## config.mk

```make
export PLATFORM = sky130hd
export DESIGN_NAME = decode_stage
export DESIGN_NICKNAME = d
export VERILOG_FILES = /design/src/rtl/decode_stage.sv
export SDC_FILE = /design/constraint.sdc
export NUM_CORES = 1
export LEC_CHECK = 0
export CAP_MARGIN = 30
export CORE_UTILIZATION = 40
export CTS_CLUSTER_SIZE = 8
export DETAILED_ROUTE_END_ITERATION = 6
export PLACE_DENSITY = 0.69
export SYNTH_ARGS = -nofsm -noshare
export SYNTH_HDL_FRONTEND = slang
export SYNTH_SLANG_ARGS = --single-unit
export TNS_END_PERCENT = 1
```

## constraint.sdc

```tcl
create_clock -name clk -period 4.8 [get_ports clk]
set_input_delay 1.2 -clock clk [delete_from_list [all_inputs] [get_ports clk]]
set_output_delay 1.2 -clock clk [all_outputs]
set_load 0.02 [all_outputs]
```

## src/rtl/decode_stage.sv

```systemverilog
// rtl/decode_stage.sv - registered RV32I decode stage with a DEPTH-entry output FIFO
// Defining DECODE_STAGE_RV32M_EN decodes the M-extension OP encodings; otherwise they are illegal.
module decode_stage #(
    parameter int DEPTH = 2,
    parameter int PC_W  = 32
) (
    input  logic            clk,
    input  logic            reset,
    input  logic            in_valid,
    output logic            in_ready,
    input  logic [31:0]     in_instr,
    input  logic [PC_W-1:0] in_pc,
    input  logic            flush,
    output logic            out_valid,
    input  logic            out_ready,
    output logic [PC_W-1:0] out_pc,
    output logic [4:0]      out_rd,
    output logic [4:0]      out_rs1,
    output logic [4:0]      out_rs2,
    output logic [31:0]     out_imm,
    output logic [1:0]      result_src,
    output logic            mem_write,
    output logic [2:0]      mem_width,
    output logic [4:0]      alu_control,
    output logic            alu_src,
    output logic [2:0]      immediate_control,
    output logic [2:0]      branch_type,
    output logic            is_branch,
    output logic            jump,
    output logic            pc_target_src,
    output logic            reg_write,
    output logic            illegal
);
    localparam int PTR_W = (DEPTH > 1) ? $clog2(DEPTH) : 1;
    localparam int CNT_W = $clog2(DEPTH) + 1;

    localparam logic [4:0] ALU_ADD = 5'd0,  ALU_SUB  = 5'd1, ALU_SLL = 5'd2, ALU_SLT = 5'd3;
    localparam logic [4:0] ALU_SLTU = 5'd4, ALU_XOR  = 5'd5, ALU_SRL = 5'd6, ALU_SRA = 5'd7;
    localparam logic [4:0] ALU_OR  = 5'd8,  ALU_AND  = 5'd9, ALU_PASSB = 5'd10;

    typedef struct packed {
        logic [PC_W-1:0] pc;
        logic [4:0]      rd;
        logic [4:0]      rs1;
        logic [4:0]      rs2;
        logic [31:0]     imm;
        logic [1:0]      result_src;
        logic            mem_write;
        logic [2:0]      mem_width;
        logic [4:0]      alu_control;
        logic            alu_src;
        logic [2:0]      imm_ctrl;
        logic [2:0]      branch_type;
        logic            is_branch;
        logic            jump;
        logic            pc_target_src;
        logic            reg_write;
        logic            illegal;
    } entry_t;

    entry_t           r_mem [DEPTH];
    logic [PTR_W-1:0] r_head;
    logic [PTR_W-1:0] r_tail;
    logic [CNT_W-1:0] r_count;

    entry_t     w_dec;
    logic       w_legal;
    logic [6:0] w_op;
    logic [2:0] w_f3;
    logic [6:0] w_f7;
    logic       w_push;
    logic       w_pop;

    function automatic logic [4:0] alu_of(input logic [2:0] f3, input logic alt);
        logic [4:0] a;
        a = ALU_ADD;
        case (f3)
            3'd0: a = alt ? ALU_SUB : ALU_ADD;
            3'd1: a = ALU_SLL;
            3'd2: a = ALU_SLT;
            3'd3: a = ALU_SLTU;
            3'd4: a = ALU_XOR;
            3'd5: a = alt ? ALU_SRA : ALU_SRL;
            3'd6: a = ALU_OR;
            3'd7: a = ALU_AND;
            default: a = ALU_ADD;
        endcase
        return a;
    endfunction

    assign w_op = in_instr[6:0];
    assign w_f3 = in_instr[14:12];
    assign w_f7 = in_instr[31:25];

    always_comb begin
        w_dec     = '0;
        w_legal   = 1'b1;
        w_dec.pc  = in_pc;
        w_dec.rd  = in_instr[11:7];
        w_dec.rs1 = in_instr[19:15];
        w_dec.rs2 = in_instr[24:20];
        case (w_op)
            7'b0110111: begin
                w_dec.imm_ctrl = 3'd3; w_dec.alu_control = ALU_PASSB;
                w_dec.alu_src = 1'b1; w_dec.result_src = 2'd3; w_dec.reg_write = 1'b1;
            end
            7'b0010111: begin
                w_dec.imm_ctrl = 3'd3; w_dec.alu_src = 1'b1; w_dec.reg_write = 1'b1;
            end
            7'b1101111: begin
                w_dec.imm_ctrl = 3'd4; w_dec.jump = 1'b1;
                w_dec.result_src = 2'd2; w_dec.reg_write = 1'b1;
            end
            7'b1100111: begin
                w_dec.jump = 1'b1; w_dec.pc_target_src = 1'b1; w_dec.alu_src = 1'b1;
                w_dec.result_src = 2'd2; w_dec.reg_write = 1'b1;
                w_legal = (w_f3 == 3'd0);
            end
            7'b1100011: begin
                w_dec.imm_ctrl = 3'd2; w_dec.alu_control = ALU_SUB;
                w_dec.is_branch = 1'b1; w_dec.branch_type = w_f3;
                w_legal = (w_f3 != 3'd2) && (w_f3 != 3'd3);
            end
            7'b0000011: begin
                w_dec.alu_src = 1'b1; w_dec.result_src = 2'd1; w_dec.reg_write = 1'b1;
                w_dec.mem_width = w_f3;
                w_legal = (w_f3 != 3'd3) && (w_f3 != 3'd6) && (w_f3 != 3'd7);
            end
            7'b0100011: begin
                w_dec.imm_ctrl = 3'd1; w_dec.alu_src = 1'b1; w_dec.mem_write = 1'b1;
                w_dec.mem_width = w_f3;
                w_legal = (w_f3 <= 3'd2);
            end
            7'b0010011: begin
                w_dec.alu_src = 1'b1; w_dec.reg_write = 1'b1;
                w_dec.alu_control = alu_of(w_f3, 1'b0);
                if (w_f3 == 3'd1 && w_f7 != 7'b0000000) w_legal = 1'b0;
                if (w_f3 == 3'd5) begin
                    if (w_f7 == 7'b0100000) w_dec.alu_control = ALU_SRA;
                    else if (w_f7 != 7'b0000000) w_legal = 1'b0;
                end
            end
            7'b0110011: begin
                w_dec.reg_write = 1'b1;
                if (w_f7 == 7'b0000000) begin
                    w_dec.alu_control = alu_of(w_f3, 1'b0);
                end else if (w_f7 == 7'b0100000 && (w_f3 == 3'd0 || w_f3 == 3'd5)) begin
                    w_dec.alu_control = alu_of(w_f3, 1'b1);
                end else if (w_f7 == 7'b0000001) begin
`ifdef DECODE_STAGE_RV32M_EN
                    w_dec.alu_control = {2'b10, w_f3};
`else
                    w_legal = 1'b0;
`endif
                end else begin
                    w_legal = 1'b0;
                end
            end
            default: w_legal = 1'b0;
        endcase
        case (w_dec.imm_ctrl)
            3'd1:    w_dec.imm = {{20{in_instr[31]}}, in_instr[31:25], in_instr[11:7]};
            3'd2:    w_dec.imm = {{19{in_instr[31]}}, in_instr[31], in_instr[7],
                                  in_instr[30:25], in_instr[11:8], 1'b0};
            3'd3:    w_dec.imm = {in_instr[31:12], 12'b0};
            3'd4:    w_dec.imm = {{11{in_instr[31]}}, in_instr[31], in_instr[19:12],
                                  in_instr[20], in_instr[30:21], 1'b0};
            default: w_dec.imm = {{20{in_instr[31]}}, in_instr[31:20]};
        endcase
        // Illegal entries still flow downstream so execute can raise the trap in order.
        if (!w_legal) begin
            w_dec.illegal   = 1'b1;
            w_dec.reg_write = 1'b0;
            w_dec.mem_write = 1'b0;
        end
    end

    assign in_ready  = (r_count != CNT_W'(DEPTH));
    assign out_valid = (r_count != '0);
    assign w_push    = in_valid && in_ready;
    assign w_pop     = out_valid && out_ready;

    always_ff @(posedge clk) begin
        if (!reset) begin
            r_head  <= '0;
            r_tail  <= '0;
            r_count <= '0;
            for (int i = 0; i < DEPTH; i++) r_mem[i] <= '0;
        end else if (flush) begin
            r_head  <= '0;
            r_tail  <= '0;
            r_count <= '0;
        end else begin
            if (w_push) begin
                r_mem[r_tail] <= w_dec;
                r_tail <= (r_tail == PTR_W'(DEPTH - 1)) ? '0 : r_tail + PTR_W'(1);
            end
            if (w_pop) r_head <= (r_head == PTR_W'(DEPTH - 1)) ? '0 : r_head + PTR_W'(1);
            if (w_push && !w_pop) r_count <= r_count + CNT_W'(1);
            else if (w_pop && !w_push) r_count <= r_count - CNT_W'(1);
        end
    end

    assign out_pc            = r_mem[r_head].pc;
    assign out_rd            = r_mem[r_head].rd;
    assign out_rs1           = r_mem[r_head].rs1;
    assign out_rs2           = r_mem[r_head].rs2;
    assign out_imm           = r_mem[r_head].imm;
    assign result_src        = r_mem[r_head].result_src;
    assign mem_write         = r_mem[r_head].mem_write;
    assign mem_width         = r_mem[r_head].mem_width;
    assign alu_control       = r_mem[r_head].alu_control;
    assign alu_src           = r_mem[r_head].alu_src;
    assign immediate_control = r_mem[r_head].imm_ctrl;
    assign branch_type       = r_mem[r_head].branch_type;
    assign is_branch         = r_mem[r_head].is_branch;
    assign jump              = r_mem[r_head].jump;
    assign pc_target_src     = r_mem[r_head].pc_target_src;
    assign reg_write         = r_mem[r_head].reg_write;
    assign illegal           = r_mem[r_head].illegal;
endmodule

```

==> key figures, run 1 <==
Status
  – Status: finished, final reports clean

Power and ir drop
  – Leakage power: 4.44 nW
  – Psw: 0.00100 W
  – Pwr dens: 357 nW/um^2
  – Sw frac: 22.7%
  – Seq pwr share: 47.6%
  – Peak VDD IR: 210 uV
  – P_int: 0.00342 W
  – Clock share of power: 40.4%
  – Overall power: 0.00443 W
  – Logic pwr share: 12.0%

Clock tree
  – Root buffer cell: clkbuf_16
  – Hold Buf Count CTS: 0
  – Total CTS buffers: 29
  – CTS sink cnt: 207
  – Max Root-Sink Buffers: 3
  – H-tree depth: 1
  – TritonCTS clock tree: built
  – Setup bufs post-CTS: 0
  – Clk slew on worst S/H paths: 0.05 ns
  – Number of gates given a new drive strength after cts: 0
  – Clk_lat worst skew: 0.53 ns

Finish
  – Final core occ: 52.9%
  – Synthesis-to-layout area growth: 29.9%
  – Number of diodes: 0
  – Nets: 938
  – Share of cells above drive strength 1: 18.6%

Synth
  – Number of synthesized flops with an enable pin: 202
  – FF+latch count, synth: 207
  – Top-area cell type share of the netlist area: 63.6%
  – Main area contributors after synthesis: edfxtp_1, mux2_2, and2_1
  – Post-synth net total: 771
  – Async SR Flop Fraction: 0%
  – Syn_area_per_cell: 13.7 um^2
  – Post-Syn Instances: 697
  – Number of distinct library cells after synthesis: 61
  – Seq/Total Area, Yosys: 64.7%
  – Main synth FF type: edfxtp_1
  – Syn Std Cell Area: 9530 um^2
  – Count leader, synth: edfxtp_1
  – Top cells by instance count after synthesis: edfxtp_1, mux2_2, and2_1, nor2_1, a21oi_1
  – Yosys warning total: 0
  – Yosys top cell by area: edfxtp_1

Setup path
  – FF-to-FF End: r_mem[1][58]
  – Critical Setup Path Class: register to primary output
  – CP max FO: 43
  – R2R Path Start: r_count[1]
  – Reg2Reg Depth: 5
  – Slowest stage delay, CP: 0.72 ns
  – Critical Path RT: 3.60 ns
  – CP Capture Type: primary output
  – Arrival time worst endpoint: 2.64 ns
  – Nature of the critical path startpoint: register
  – CP max stage cell: dfxtp_4
  – Flop2flop setup slack: 2.67 ns
  – Crit path cell chain: buf_12 -> mux2_2 -> clkdlybuf4s50_1

Placed design
  – IO buf count: 171
  – Dpl hpwl: 14.4 mm
  – GP Congestion: 0.859
  – Placement Setup Slack: 1.04 ns

STA
  – Worst rel slew slack: 33.7%
  – Final slew viol count: 0
  – RSZ-0062 raised after global routing: no
  – Crit path time final: 3.84 ns
  – Hold Fails Final Rpt: 0
  – Max Clock Skew: 0.0108 ns
  – Fmax: 260 MHz
  – Final setup viols: 0
  – WHS: 0.525 ns
  – Final WS setup: 0.959 ns
  – Worst Tran Pin Value: 0.987 ns
  – Final period utilization: 80.0%
  – Setup TNS: 0 ns

Die
  – Core area: 23400 um^2
  – Die footprint: 24500 um^2
  – Chip Width: 156 um
  – DIE HEIGHT: 156 um
  – Cell Rows: 56
  – Initial core utilization: 40.7%
  – I/O pin count: 173

Run
  – Maxcap violations: 0

Hold path
  – Hold WC Path Type: register to register
  – Hold path cells: 2
  – HP Start: r_count[1]
  – WHS Endpoint: r_count[1]

Detailed routing
  – Final ANT Viol Nets: 0
  – Vias per inst: 5.13
  – Via count: 6128
  – Final wirelength: 22.7 mm
  – # DRC: 0
  – Iteration-0 DRC Markers: 405
  – WL/cell: 19.0 um
  – Drt pass-1 iters: 5

GRT
  – Pin count of the biggest net entering global routing: 51
  – Most used routing layer in global routing: met2
  – Routing usage on met1: 24.5%
  – Met2 Use GR: 29.8%
  – Grt met3 use: 3.35%
  – Total grt overflow: 0
  – Vias in the first global route: 6052
  – Total track usage: 18.4%
  – Global-route wire length before repair: 34.1 mm
  – Initial antenna violation count: 0
-- critical path, delay by kind of cell, from the launching register on --
family | cells | cell delay (ns)
multiplexers | 1 | 0.43
flip-flops | 1 | 0.72
buffers and inverters | 2 | 0.89
-- layer usage --
metal / vias up / routed length (um)
met5: - / 0
met4: 0 / 702
met3: 46 / 1340
met2: 195 / 11000
met1: 2998 / 9650
li1: 2889 / -
-- stage by stage --
step | area, um^2 | cells
floorplan | 9530 | 697
detailed placement | 11600 | 1152
global route | 12400 | 1195
finish | 12400 | 1195
global placement | 11600 | 1151
CTS | 12400 | 1195
-- flip-flops by register name, indices dropped and copies added (netlist names), named ones only --
name,flops
r_tail,1
r_mem,202
r_head,1
r_count,2
-- area by class of cell --
cell class	instances	area (um^2)
fill	1999	11000
sequential	207	6170
multi-input combinational	436	3170
timing repair buffer	183	1840
clock buffer	42	774
tap	319	399
inverter	7	26.3
clock inverter	1	8.76
-- cell usage in the layout, fill, tap and decap left out, types with 8 or more instances in the layout --
cell	count
o21ai_0	11
nor3_1	20
buf_4	9
a21oi_1	46
nor2_1	60
clkdlybuf4s50_1	171
clkbuf_1	13
and2_1	102
clkbuf_16	29
mux2_2	103
nand2_1	8
edfxtp_1	202
-- power groups by stage --
stage / Clock, W / Combinational (W) / Sequential, W
global placement: 0 / 0.000531 / 0.00214
CTS: 0.00183 / 0.000537 / 0.00211
finish: 0.00179 / 0.000531 / 0.00211
floorplan: 0 / 0.000277 / 0.00214
detailed placement: 0 / 0.000533 / 0.00214
global route: 0.00189 / 0.000565 / 0.00211
-- worst max path at each step --
stage	start	to	cells after the start
6_report	register	immediate_control[0]	3
3_5_place_dp	in_instr[5]	r_mem[0][34]	5
2_1_floorplan	reset	r_mem[0][0]	5
4_1_cts	register	result_src[0]	3
3_3_place_gp	in_instr[5]	r_mem[0][20]	5
5_1_grt	register	immediate_control[2]	3
-- kinds of logic after synthesis --
family                     count (synthesis)  share of synthesized area, %
DFF                                      207                          64.7
AOI/OAI and AO/OA                         84                          5.57
adders and majority gates                  5                         0.656
xor gates and xnor gates                   4                         0.368
muxes                                    104                          12.3
buffers and inverters                     54                          2.36
and+or+nand+nor                          238                          14.0
other                                      1                        0.0393
No activity file was read; power rests on OpenSTA's default activity.
==> run 2: changes to the inputs <==
--- a/config.mk
+++ b/config.mk
@@ -9,7 +9,7 @@
 export CORE_UTILIZATION = 40
 export CTS_CLUSTER_SIZE = 8
 export DETAILED_ROUTE_END_ITERATION = 6
-export PLACE_DENSITY = 0.69
+export PLACE_DENSITY = 0.67
 export SYNTH_ARGS = -nofsm -noshare
 export SYNTH_HDL_FRONTEND = slang
 export SYNTH_SLANG_ARGS = --single-unit
==> constraint.sdc (replaced) <==
create_clock -name clk -period 3.8 [get_ports clk]
set_input_delay 0.95 -clock clk [delete_from_list [all_inputs] [get_ports clk]]
set_output_delay 0.95 -clock clk [all_outputs]
set_load 0.02 [all_outputs]
==> key figures, run 2 (synthesis gave the netlist of run 1 again) <==
Hold path
  – HP Start: r_count[1]
  – Hold WC Path Type: register to register
  – WHS Endpoint: r_count[1]
  – Hold path cells: 2 (unchanged)

Clock tree
  – Max Root-Sink Buffers: 3 (unchanged)
  – Total CTS buffers: 29 (unchanged)
  – Number of gates given a new drive strength after cts: 0 (unchanged)
  – H-tree depth: 1 (unchanged)
  – Clk slew on worst S/H paths: 0.05 ns (about the same)
  – Clk_lat worst skew: 0.52 ns (about the same)
  – CTS sink cnt: 207 (unchanged)
  – TritonCTS clock tree: built
  – Hold Buf Count CTS: 0 (unchanged)
  – Root buffer cell: clkbuf_16
  – Setup bufs post-CTS: 0 (unchanged)

STA
  – Max Clock Skew: 0.0149 ns (+0.00411 ns)
  – WHS: 0.504 ns (-0.0212 ns)
  – Final slew viol count: 0 (unchanged)
  – Final setup viols: 0 (unchanged)
  – Crit path time final: 3.34 ns
  – Final period utilization: 87.8%
  – Fmax: 300 MHz
  – Hold Fails Final Rpt: 0 (unchanged)
  – Worst rel slew slack: 55.3% (+22 points)
  – Worst Tran Pin Value: 0.661 ns (-0.327 ns)
  – Final WS setup: 0.465 ns (-0.494 ns)
  – RSZ-0062 raised after global routing: no

Finish
  – Commonest non-fill, non-tap cell in the layout: edfxtp_1
  – Number of diodes: 0 (unchanged)
  – Share of cells above drive strength 1: 19.4% (+0.83 points)
  – Number of flip-flops in the largest register: 202 (unchanged)
  – Synthesis-to-layout area growth: 31.3%
  – Regs by FF count: r_mem x202, r_count x2
  – Final core occ: 53.5% (+0.55 points)
  – Top reg by flops: r_mem
  – Fill cells: 2000 (+0.050%)
  – Nets: 948 (+1.1%)
  – Commonest non-fill, non-tap cells in the layout: edfxtp_1, clkdlybuf4s50_1, mux2_2

Setup path
  – Critical Path RT: 2.85 ns (-0.75 ns)
  – Flop2flop setup slack: 1.82 ns (-0.85 ns)
  – Critical Setup Path Class: register to primary output
  – CP Capture Type: primary output
  – Reg2Reg Depth: 5 (unchanged)
  – CP max FO: 22 (-49%)
  – R2R Path Start: r_count[1]
  – Nature of the critical path startpoint: register
  – FF-to-FF End: r_mem[1][71]
  – Arrival time worst endpoint: 2.39 ns (-0.25 ns)

Detailed routing
  – Drt pass-1 iters: 6 (+1)
  – # DRC: 0 (unchanged)
  – Via count: 6188 (+0.98%)
  – Vias per inst: 5.14 (+0.22%)
  – Final wirelength: 22.7 mm (about the same)
  – WL/cell: 18.8 um (-0.74%)
  – Iteration-0 DRC Markers: 342 (-16%)
  – Final ANT Viol Nets: 0 (unchanged)

GRT
  – Initial antenna violation count: 1 (+1)
  – Pin count of the biggest net entering global routing: 49 (-3.9%)
  – Global-route wire length before repair: 34.9 mm (+2.4%)
  – Vias in the first global route: 6237 (+3.1%)
  – Total track usage: 18.6% (+0.20 points)
  – Total grt overflow: 0 (unchanged)

Die
  – Die footprint: 24500 um^2 (unchanged)
  – Chip Width: 156 um (unchanged)
  – Cell Rows: 56 (unchanged)
  – Initial core utilization: 40.7% (unchanged)
  – Core area: 23400 um^2 (unchanged)
  – DIE HEIGHT: 156 um (unchanged)
  – I/O pin count: 173 (unchanged)

Placed design
  – Dpl hpwl: 14.6 mm (+1.2%)
  – Placement Setup Slack: 0.537 ns (-0.503 ns)
  – GP Congestion: 0.803 (-6.5%)
  – IO buf count: 171 (unchanged)

Power and ir drop
  – Peak VDD IR: 215 uV (+2.5%)
  – Leakage power: 4.51 nW (+1.5%)
  – Overall power: 0.00559 W (+26%)
  – Pwr dens: 447 nW/um^2 (+25%)

Run
  – Maxcap violations: 0 (unchanged)

Status
  – Status: finished, final reports clean
==> run 2: changes by cell type in the layout (fill, tap and decap cells not counted) <==
cell    change
buf_12      +5
buf_4       +5
inv_6       -1
==> run 2: through the flow <==
stage | TNS, ns | instance area, um^2 | cells
2_1_floorplan | -54.99 | 9530 | 697
3_3_place_gp | 0 | 11700 | 1161
3_5_place_dp | 0 | 11700 | 1162
4_1_cts | 0 | 12500 | 1204
5_1_grt | 0 | 12500 | 1204
6_report | 0 | 12500 | 1204
==> run 2: worst max-delay path: stages, from the launching register on <==
cell             delay [ns]
dfxtp_4                0.57
buf_4                  0.34
mux2_2                 0.41
clkdlybuf4s50_1        0.54
==> run 2: final cells by class <==
| class | count | area (um^2) | area share [%] |
|---|---|---|---|
| clock buffers | 42 | 774 | 6.19 |
| inverters | 7 | 26.3 | 0.210 |
| multi-input cells | 436 | 3170 | 25.3 |
| flip-flops and latches | 207 | 6170 | 49.3 |
| well taps | 319 | 399 | 3.19 |
| repair buffers | 193 | 1980 | 15.8 |
==> run 2: worst max-delay path by stage <==
stage / from / endpoint / cells after the start
after floorplan: in_valid / r_mem[1][0] / 6
after global placement: in_instr[13] / r_mem[1][1] / 7
after detailed placement: in_instr[13] / r_mem[1][1] / 7
after CTS: register / out_imm[11] / 3
after global routing: register / out_imm[8] / 3
final: register / immediate_control[1] / 3
==> run 2: per-layer routing <==
layer	vias up	GRT usage [%]	routed length (um)
met1	3055	24.2	9920
met3	35	3.43	1330
met2	185	31.3	10900
li1	2911	-	-
met5	-	0	12
met4	2	6.02	498
==> run 2: report_power, final <==
group / switching, W / total [W] / internal, W
Clock: 0.000880 / 0.00225 / 0.00137
Combinational: 0.000357 / 0.000685 / 0.000328
Sequential: 0.0000305 / 0.00266 / 0.00263
Total: 0.00127 / 0.00559 / 0.00433
==> run 3: changes to the inputs <==
==> constraint.sdc (replaced) <==
create_clock -name clk -period 3.45 [get_ports clk]
set_input_delay 0.8625 -clock clk [delete_from_list [all_inputs] [get_ports clk]]
set_output_delay 0.8625 -clock clk [all_outputs]
set_load 0.02 [all_outputs]
==> key figures, run 3 (synthesis gave the netlist of run 1 again) <==
Setup path
  – CP max FO: 24 (+9.1%)
  – Arrival time worst endpoint: 2.40 ns (about the same)
  – CP Capture Type: primary output
  – Critical Path RT: 2.59 ns (-0.26 ns)
  – Critical Setup Path Class: register to primary output
  – Nature of the critical path startpoint: register

Die
  – Cell Rows: 56 (unchanged)
  – DIE HEIGHT: 156 um (unchanged)
  – Die footprint: 24500 um^2 (unchanged)
  – Chip Width: 156 um (unchanged)
  – Core area: 23400 um^2 (unchanged)
  – Initial core utilization: 40.7% (unchanged)
  – I/O pin count: 173 (unchanged)

GRT
  – Total track usage: 18.7% (+0.11 points)
  – Vias in the first global route: 6156 (-1.3%)
  – Pin count of the biggest net entering global routing: 50 (+2.0%)
  – Total grt overflow: 0 (unchanged)
  – Initial antenna violation count: 0 (-1)
  – Global-route wire length before repair: 34.8 mm (-0.30%)

Power and ir drop
  – Psw: 0.00145 W (+14%)
  – Overall power: 0.00627 W (+12%)
  – Logic pwr share: 12.1% (about the same)
  – Sw frac: 23.1% (+0.45 points)
  – Peak VDD IR: 297 uV (+38%)
  – P_int: 0.00482 W (+11%)
  – Seq pwr share: 46.6% (-0.9 points)
  – Clock share of power: 41.3% (+1.0 points)
  – Leakage power: 4.55 nW (+1.0%)
  – Pwr dens: 498 nW/um^2 (+11%)

STA
  – Hold Fails Final Rpt: 0 (unchanged)
  – Setup TNS: 0 ns (unchanged)
  – Final slew viol count: 0 (unchanged)
  – Worst rel slew slack: 56.8% (+1.4 points)
  – Fmax: 307 MHz
  – RSZ-0062 raised after global routing: no
  – Worst Tran Pin Value: 0.639 ns (-0.0215 ns)
  – Final setup viols: 0 (unchanged)
  – Final period utilization: 94.4%
  – Final WS setup: 0.192 ns (-0.273 ns)
  – Crit path time final: 3.26 ns
  – Max Clock Skew: 0.0208 ns (+0.00587 ns)

Detailed routing
  – WL/cell: 18.8 um (-0.20%)
  – # DRC: 0 (unchanged)
  – Via count: 6203 (+0.24%)
  – Final ANT Viol Nets: 0 (unchanged)
  – Vias per inst: 5.08 (-1.2%)
  – Drt pass-1 iters: 4 (-2)
  – Iteration-0 DRC Markers: 379 (+11%)
  – Final wirelength: 23.0 mm (+1.2%)

Clock tree
  – Total CTS buffers: 29 (unchanged)
  – Hold Buf Count CTS: 0 (unchanged)
  – Clk_lat worst skew: 0.54 ns (+0.02 ns)
  – Setup bufs post-CTS: 0 (unchanged)
  – Clk slew on worst S/H paths: 0.05 ns (about the same)
  – Number of gates given a new drive strength after cts: 0 (unchanged)
  – Root buffer cell: clkbuf_16
  – Max Root-Sink Buffers: 3 (unchanged)
  – CTS sink cnt: 207 (unchanged)
  – TritonCTS clock tree: built
  – H-tree depth: 1 (unchanged)

Finish
  – Number of diodes: 0 (unchanged)
  – Synthesis-to-layout area growth: 32.2%
  – Nets: 953 (+0.53%)
  – Commonest non-fill, non-tap cell in the layout: edfxtp_1
  – Post-route cell area: 12600 um^2 (+0.70%)
  – Share of cells above drive strength 1: 19.7% (+0.30 points)
  – Commonest non-fill, non-tap cells in the layout: edfxtp_1, clkdlybuf4s50_1, mux2_2
  – Top reg by flops: r_mem
  – Regs by FF count: r_mem x202, r_count x2
  – Number of flip-flops in the largest register: 202 (unchanged)

Placed design
  – Placement Setup Slack: 0.265 ns (-0.272 ns)
  – Dpl hpwl: 14.8 mm (+1.3%)
  – GP Congestion: 0.837 (+4.2%)
  – IO buf count: 171 (unchanged)
  – Placed Area: 11800 um^2 (+0.32%)

Run
  – Maxcap violations: 0 (unchanged)

Status
  – Status: finished, final reports clean

Hold path
  – Hold WC Path Type: register to register
[run 3: cell count changes in the layout (fill, tap and decap cells not counted)]
cell      previous run  this run
clkbuf_1            13        24
buf_4               14        19
inv_6                0         1
[run 3: critical path: stages, from the launching register on]
cell	delay, ns
dfxtp_4	0.62
buf_4	0.30
mux2_2	0.38
clkdlybuf4s50_1	0.54
[run 3: power groups by stage]
stage / Combinational (W) / Clock (W) / Sequential (W)
after floorplan: 0.000386 / 0 / 0.00297
after global placement: 0.000760 / 0 / 0.00297
after detailed placement: 0.000765 / 0 / 0.00298
after CTS: 0.000769 / 0.00265 / 0.00293
after global routing: 0.000808 / 0.00277 / 0.00294
final: 0.000759 / 0.00259 / 0.00293
[run 3: per-stage QoR]
step	instances	utilization [%]	hold slack, ns
finish	1221	53.8	0.488
global route	1221	53.8	0.505
CTS	1221	53.8	0.492
detailed placement	1167	50.3	0.484
global placement	1166	50.3	0.481
floorplan	697	-	0.461
[run 3: layer usage]
layer | wire length (um) | vias up | track usage [%]
met1 | 9740 | 3065 | 24.1
met2 | 11300 | 175 | 32.2
met3 | 1530 | 29 | 3.35
met4 | 415 | 0 | 5.09
met5 | 0 | - | 0
li1 | - | 2934 | -
[run 3: cell type report]
| class | instances | area, um^2 |
|---|---|---|
| Timing Repair Buffer | 198 | 2010 |
| Clock buffer | 53 | 816 |
| Tap cell | 319 | 399 |
| Inverter | 7 | 26.3 |
| Clock inverter | 1 | 8.76 |
| Fill cell | 2009 | 10800 |
| Sequential cell | 207 | 6170 |
| Multi-Input combinational cell | 436 | 3170 |
[run 3: final timing paths]
| path | end | cells past startpoint | start | slack (ns) |
|---|---|---|---|---|
| worst max register to register | r_mem[1][3] | 5 | r_count[1] | 1.48 |
| worst min register to register | r_count[1] | 2 | r_count[1] | 0.49 |
| worst min-delay path | r_count[1] | 2 | r_count[1] | 0.49 |
| worst max-delay path | out_imm[15] | 3 | register | 0.19 |
